## config.mk

```make
export PLATFORM = sky130hd
export DESIGN_NAME = axis_rr_arbiter
export DESIGN_NICKNAME = d
export VERILOG_FILES = /design/src/rtl/axis_rr_arbiter_pkg.sv /design/src/rtl/axis_rr_arbiter_pick.sv /design/src/rtl/axis_rr_arbiter.sv
export SDC_FILE = /design/constraint.sdc
export NUM_CORES = 1
export LEC_CHECK = 0
export CORE_MARGIN = 2
export CORE_UTILIZATION = 27
export CTS_BUF_LIST = sky130_fd_sc_hd__clkbuf_8
export CTS_CLUSTER_DIAMETER = 50
export DETAILED_ROUTE_END_ITERATION = 12
export PLACE_DENSITY = 0.91
export SLEW_MARGIN = 20
export SYNTH_ARGS = -nofsm -noshare
export SYNTH_HDL_FRONTEND = slang
export SYNTH_SLANG_ARGS = --single-unit
```

## constraint.sdc

```tcl
create_clock -name ACLK -period 2.2 [get_ports ACLK]
set_input_delay 0.44 -clock ACLK [delete_from_list [all_inputs] [get_ports ACLK]]
set_output_delay 0.44 -clock ACLK [all_outputs]
set_load 0.02 [all_outputs]
```

## src/rtl/axis_rr_arbiter_pkg.sv

```systemverilog
// Shared types and helpers for the packet round-robin AXI-Stream arbiter.
// State encoding, default beat limit and a constant clog2.
package axis_rr_arbiter_pkg;

  typedef enum logic {
    ST_IDLE = 1'b0,
    ST_BUSY = 1'b1
  } arb_state_e;

  localparam int MAX_BEATS_DEF = 256;

  function automatic int clog2(input int v);
    int r;
    r = 0;
    while ((1 << r) < v) r++;
    return r;
  endfunction

endpackage

```

## src/rtl/axis_rr_arbiter_pick.sv

```systemverilog
// Rotate-priority encoder: first set request at or after ptr,
// wrapping modulo N.
module rr_pick
  import axis_rr_arbiter_pkg::*;
#(
  parameter int N  = 4,
  parameter int IW = 2
) (
  input  logic [N-1:0]  req_i,
  input  logic [IW-1:0] ptr_i,
  output logic [IW-1:0] idx_o,
  output logic          any_o
);

  logic [IW:0]   sum;
  logic [IW-1:0] j;

  always_comb begin
    idx_o = '0;
    any_o = 1'b0;
    sum   = '0;
    j     = '0;
    for (int k = 0; k < N; k++) begin
      sum = {1'b0, ptr_i} + (IW+1)'(k);
      if (sum >= (IW+1)'(N)) sum = sum - (IW+1)'(N);
      j = sum[IW-1:0];
      if (!any_o && req_i[j]) begin
        any_o = 1'b1;
        idx_o = j;
      end
    end
  end

endmodule

```

## src/rtl/axis_rr_arbiter.sv

```systemverilog
// Packet-granular round-robin arbiter sharing one AXI-Stream master
// among NUM_SRC sources, with a per-packet beat limit.
module axis_rr_arbiter
  import axis_rr_arbiter_pkg::*;
#(
  parameter int DATA_WIDTH = 32,
  parameter int NUM_SRC    = 4,
  parameter int MAX_BEATS  = MAX_BEATS_DEF,
  localparam int IW = clog2(NUM_SRC),
  localparam int SW = DATA_WIDTH / 8,
  localparam int CW = clog2(MAX_BEATS + 1)
) (
  input  logic                       ACLK,
  input  logic                       ARESETn,
  input  logic [NUM_SRC*DATA_WIDTH-1:0] S_AXIS_TDATA,
  input  logic [NUM_SRC*SW-1:0]      S_AXIS_TSTRB,
  input  logic [NUM_SRC-1:0]         S_AXIS_TVALID,
  input  logic [NUM_SRC-1:0]         S_AXIS_TLAST,
  output logic [NUM_SRC-1:0]         S_AXIS_TREADY,
  output logic [DATA_WIDTH-1:0]      M_AXIS_TDATA,
  output logic [SW-1:0]              M_AXIS_TSTRB,
  output logic                       M_AXIS_TVALID,
  output logic                       M_AXIS_TLAST,
  input  logic                       M_AXIS_TREADY,
  input  logic [NUM_SRC-1:0]         src_enable,
  output logic                       grant_valid,
  output logic [IW-1:0]              grant_idx,
  output logic                       forced_last
);

  localparam logic [CW-1:0] LAST_CNT = CW'(MAX_BEATS - 1);

  arb_state_e    state_q;
  logic          grant_valid_q;
  logic [IW-1:0] grant_idx_q;
  logic [IW-1:0] rr_ptr_q;
  logic [IW-1:0] rr_ptr_d;
  logic [CW-1:0] beat_cnt_q;
  logic          forced_q;

  logic [NUM_SRC-1:0] req;
  logic [IW-1:0]      pick_idx;
  logic               pick_any;
  logic               src_last;
  logic               cut;
  logic               beat;

  assign req = S_AXIS_TVALID & src_enable;

  rr_pick #(.N(NUM_SRC), .IW(IW)) u_pick (
    .req_i (req),
    .ptr_i (rr_ptr_q),
    .idx_o (pick_idx),
    .any_o (pick_any)
  );

  always_comb begin
    M_AXIS_TDATA  = '0;
    M_AXIS_TSTRB  = '0;
    M_AXIS_TVALID = 1'b0;
    S_AXIS_TREADY = '0;
    src_last      = 1'b0;
    for (int i = 0; i < NUM_SRC; i++) begin
      if (grant_valid_q && grant_idx_q == IW'(i)) begin
        M_AXIS_TDATA     = S_AXIS_TDATA[i*DATA_WIDTH +: DATA_WIDTH];
        M_AXIS_TSTRB     = S_AXIS_TSTRB[i*SW +: SW];
        M_AXIS_TVALID    = S_AXIS_TVALID[i];
        src_last         = S_AXIS_TLAST[i];
        S_AXIS_TREADY[i] = M_AXIS_TREADY;
      end
    end
  end

  assign cut          = beat_cnt_q == LAST_CNT;
  assign M_AXIS_TLAST = grant_valid_q & (src_last | cut);
  assign beat         = M_AXIS_TVALID & M_AXIS_TREADY;

  // Pointer moves one past the source that just finished a packet
  assign rr_ptr_d = (grant_idx_q == IW'(NUM_SRC - 1)) ? '0 : grant_idx_q + 1'b1;

  always_ff @(posedge ACLK) begin
    if (!ARESETn) begin
      state_q       <= ST_IDLE;
      grant_valid_q <= 1'b0;
      grant_idx_q   <= '0;
      rr_ptr_q      <= '0;
      beat_cnt_q    <= '0;
      forced_q      <= 1'b0;
    end else begin
      forced_q <= 1'b0;
      unique case (state_q)
        ST_IDLE: begin
          if (pick_any) begin
            grant_idx_q   <= pick_idx;
            grant_valid_q <= 1'b1;
            state_q       <= ST_BUSY;
          end
        end
        ST_BUSY: begin
          if (beat) begin
            if (M_AXIS_TLAST) begin
              beat_cnt_q    <= '0;
              grant_valid_q <= 1'b0;
              rr_ptr_q      <= rr_ptr_d;
              forced_q      <= ~src_last;
              state_q       <= ST_IDLE;
            end else begin
              beat_cnt_q <= beat_cnt_q + 1'b1;
            end
          end
        end
        default: state_q <= ST_IDLE;
      endcase
    end
  end

  assign grant_valid = grant_valid_q;
  assign grant_idx   = grant_idx_q;
  assign forced_last = forced_q;

endmodule
```

==> results of run 1 <==
[kinds of logic (layout without fill, tap and decap cells)]
group / count (synthesis) / count (layout) / share of synthesized area (%)
compound gates: 148 / 149 / 50.6
simple gates: 93 / 93 / 22.3
buf+inv: 34 / 268 / 6.96
flops: 16 / 16 / 15.9
fa+ha+maj: 6 / 6 / 3.73
mux: 1 / 1 / 0.497
[synth_stat cells, drive strengths merged (2+ instances only)]
cell     count
o21ai       78
nand2       51
a221o       36
clkbuf      19
dfxtp       16
a21oi       12
nand3       10
buf          8
and3         7
inv          7
ha           6
and2         5
a31oi        4
nand3b       4
a211oi       3
nor2         3
or4          3
a2111oi      2
a41o         2
nand4b       2
nor2b        2
o22ai        2
or3          2
[final timing paths]
kind / endpoint / depth (start not counted)
min: beat_cnt_q[7]$_SDFFE_PN0P_ / 2
max: M_AXIS_TDATA[16] / 8
min reg2reg: beat_cnt_q[7]$_SDFFE_PN0P_ / 2
max reg2reg: beat_cnt_q[4]$_SDFFE_PN0P_ / 10
[metal layers]
layer / up-vias / part of all wire [%] / global-route usage (%)
li1: 1648 / - / -
met1: 1707 / 36 / 31.1
met2: 217 / 52 / 54.3
met3: 45 / 7.3 / 4.51
met4: 0 / 4.4 / 12.6
met5: - / 0 / 0
[stage by stage]
stage | total power [mW] | area, um^2 | TNS, ns | utilization (%)
after global placement | 1.21 | 4530 | -10.96 | 62.4
after detailed placement | 1.23 | 4530 | -13.70 | 62.4
after CTS | 1.56 | 4880 | -3.01 | 67.3
final | 1.65 | 5130 | -3.49 | 70.8
after global routing | 1.71 | 5130 | -5.27 | 70.8
after floorplan | 0.679 | 2140 | -0.0241 | -
[power breakdown]
| group | leakage (nW) | total, mW | internal [mW] | switching [mW] |
|---|---|---|---|---|
| Clock | 0.0216 | 0.230 | 0.122 | 0.108 |
| Combinational | 1.82 | 1.11 | 0.632 | 0.480 |
| Sequential | 0.132 | 0.309 | 0.297 | 0.0126 |
| Total | 1.98 | 1.65 | 1.05 | 0.601 |
[registers in the layout, summed over array words and instances, names as in the netlist]
name / cells
beat_cnt_q: 9
state_q: 1
forced_last: 1
grant_valid: 1
grant_idx: 2
rr_ptr_q: 2
[final cells by class]
type / count / area (um^2)
timing repair buffer: 258 / 2670
tap: 99 / 124
fill: 521 / 2120
sequential: 16 / 332
inverter: 7 / 31.3
multi-input combinational: 249 / 1940
clock buffer: 3 / 41.3
[cells in the final DEF, fill, tap and decap left out, types with 3 or more instances in the layout]
master / synthesis / layout
a31oi_1: 4 / 4
a221o_1: 36 / 36
buf_16: 0 / 4
dfxtp_2: 0 / 3
inv_1: 6 / 4
nand3_1: 10 / 10
dlygate4sd2_1: 0 / 4
ha_4: 0 / 4
dfxtp_1: 16 / 11
o21ai_0: 78 / 5
o21ai_2: 0 / 53
clkbuf_8: 0 / 3
clkbuf_16: 0 / 3
nand2_1: 51 / 50
buf_12: 0 / 7
or4_1: 3 / 3
a21oi_2: 0 / 3
and3_1: 7 / 6
nand3b_1: 4 / 4
o21ai_1: 0 / 20
and2_4: 0 / 4
a21oi_1: 12 / 8
buf_6: 0 / 30
clkdlybuf4s50_1: 0 / 162
buf_4: 1 / 40
buf_2: 7 / 7
[repair_timing]
action	in CTS	in global routing
setup buffers	10	4
setup endpoints to repair	50	51
pin swaps	21	20
cloned	5	3
hold buffers	0	0
resized for setup	292	45
[worst max-delay path: stages, from the launching register on]
cell and delay [ns]:
dfxtp_4 0.36, buf_6 0.12, ha_4 0.17, and2_4 0.20
buf_16 0.17, a221o_1 0.26, o21ai_1 0.13, o21ai_2 0.11
buf_6 0.14
==> flow_summary.toml, run 1 <==
[status]
status = "complete, but fails checks"
violations = "negative setup slack"

[die]
placement_rows = 31
start_util_pct = 27.8
dieArea_mm2 = 0.00817
ios = 205
die_h_um = 90.4
dieWidth_um = 90.4
coreArea_mm2 = 0.00725

[grt]
groute.usage.overall_pct = 28.6
grt_pass1_wl_mm = 18.9
grt_max_degree = 38
antenna_found_initial = 0
grt_pass1_vias = 3492
overflow = 0

[synth]
synth_edf_count = 0
synth_top_cell_by_area = "o21ai_0"
synth-seq-area-share_pct = 15.9
ys_ff_latch = 16
synthArstFlopShare_pct = 0
synthesis.nets = 463
synthCells = 298
synthTopCellsByArea = "o21ai_0, a221o_1, dfxtp_1, nand2_1, ha_1"
ys_types = 41
synth_area_mm2 = 0.00201
syn_area_per_cell_um2 = 6.76
synthDominantCellAreaShare_pct = 19.4
synth_flop_cell = "dfxtp_1"
yosys_warnings = 0

[detailed_routing]
via_per_inst = 5.72
wl_per_cell_um = 21.4
drc = 0
wl_mm = 13.5
vias = 3617
drtIter0Drc = 274
ant_nets = 0
dr.pass1.iters = 4

[clock_tree]
htreeDepth = 1
numCtsBuffers = 3
clkSlewWorstSetupHoldPaths_ns = 0.07
clkSinkCount = 16
cts-root-buf = "clkbuf_8"
clk_path_buf_depth = 2
clock_latency_ns = 0.26
tritoncts = "built"

[worst_setup_path]
cp-end-kind = "output port"
start_kind = "flop"
worst-setup-path-type = "flop to output port"
arrival_ns = 1.92
path_max_fanout = 18
crit_path_start = "grant_idx[1]$_SDFFE_PN0P_"
critPathRequiredTime_ns = 1.76
regToRegStartpoint = "grant_idx[1]$_SDFFE_PN0P_"
r2r_setup_slack_ns = -0.07

[worst_hold_path]
min_from = "beat_cnt_q[7]$_SDFFE_PN0P_"
hp-class = "flop to flop"

[timing]
skew_ns = 0.00692
rsz0062_at_grt = "yes"
hold_violations = 0
max_freq_mhz = 423
worst_hold_slack_ns = 0.501
finalCriticalPeriod_ns = 2.36
tightest_slew_ns = 0.536
setup_ws_ns = -0.164
post-route-period-util_pct = 107
finalMaxSlewViolations = 0
setup_viol = 41
slew_headroom_pct = 64.0

[pwr]
p_per_area_mw_per_mm2 = 322
p_leak_nw = 1.98
ir_drop_v = 0.000318

[placement]
place_congestion = 0.889
placed_cells = 609
hpwlAfterDp_mm = 8.82
numPortBuffers = 204
pre_cts_ws_ns = -0.513

[layout]
final-instance-count-excl-fill = 632
layout.nets = 700
layout-drive-gt1-share_pct = 34.9
antenna_cells = 0
area_delta_synth_final_pct = 155

[run]
cap_viol_max_count = 0
Power figures use the tool's default switching activity.
==> run 2: changes to the inputs <==
- CTS_CLUSTER_SIZE: unset -> 40
==> results of run 2 <==
Same layout as run 1: the final DEF is identical, and so are final timing and power.
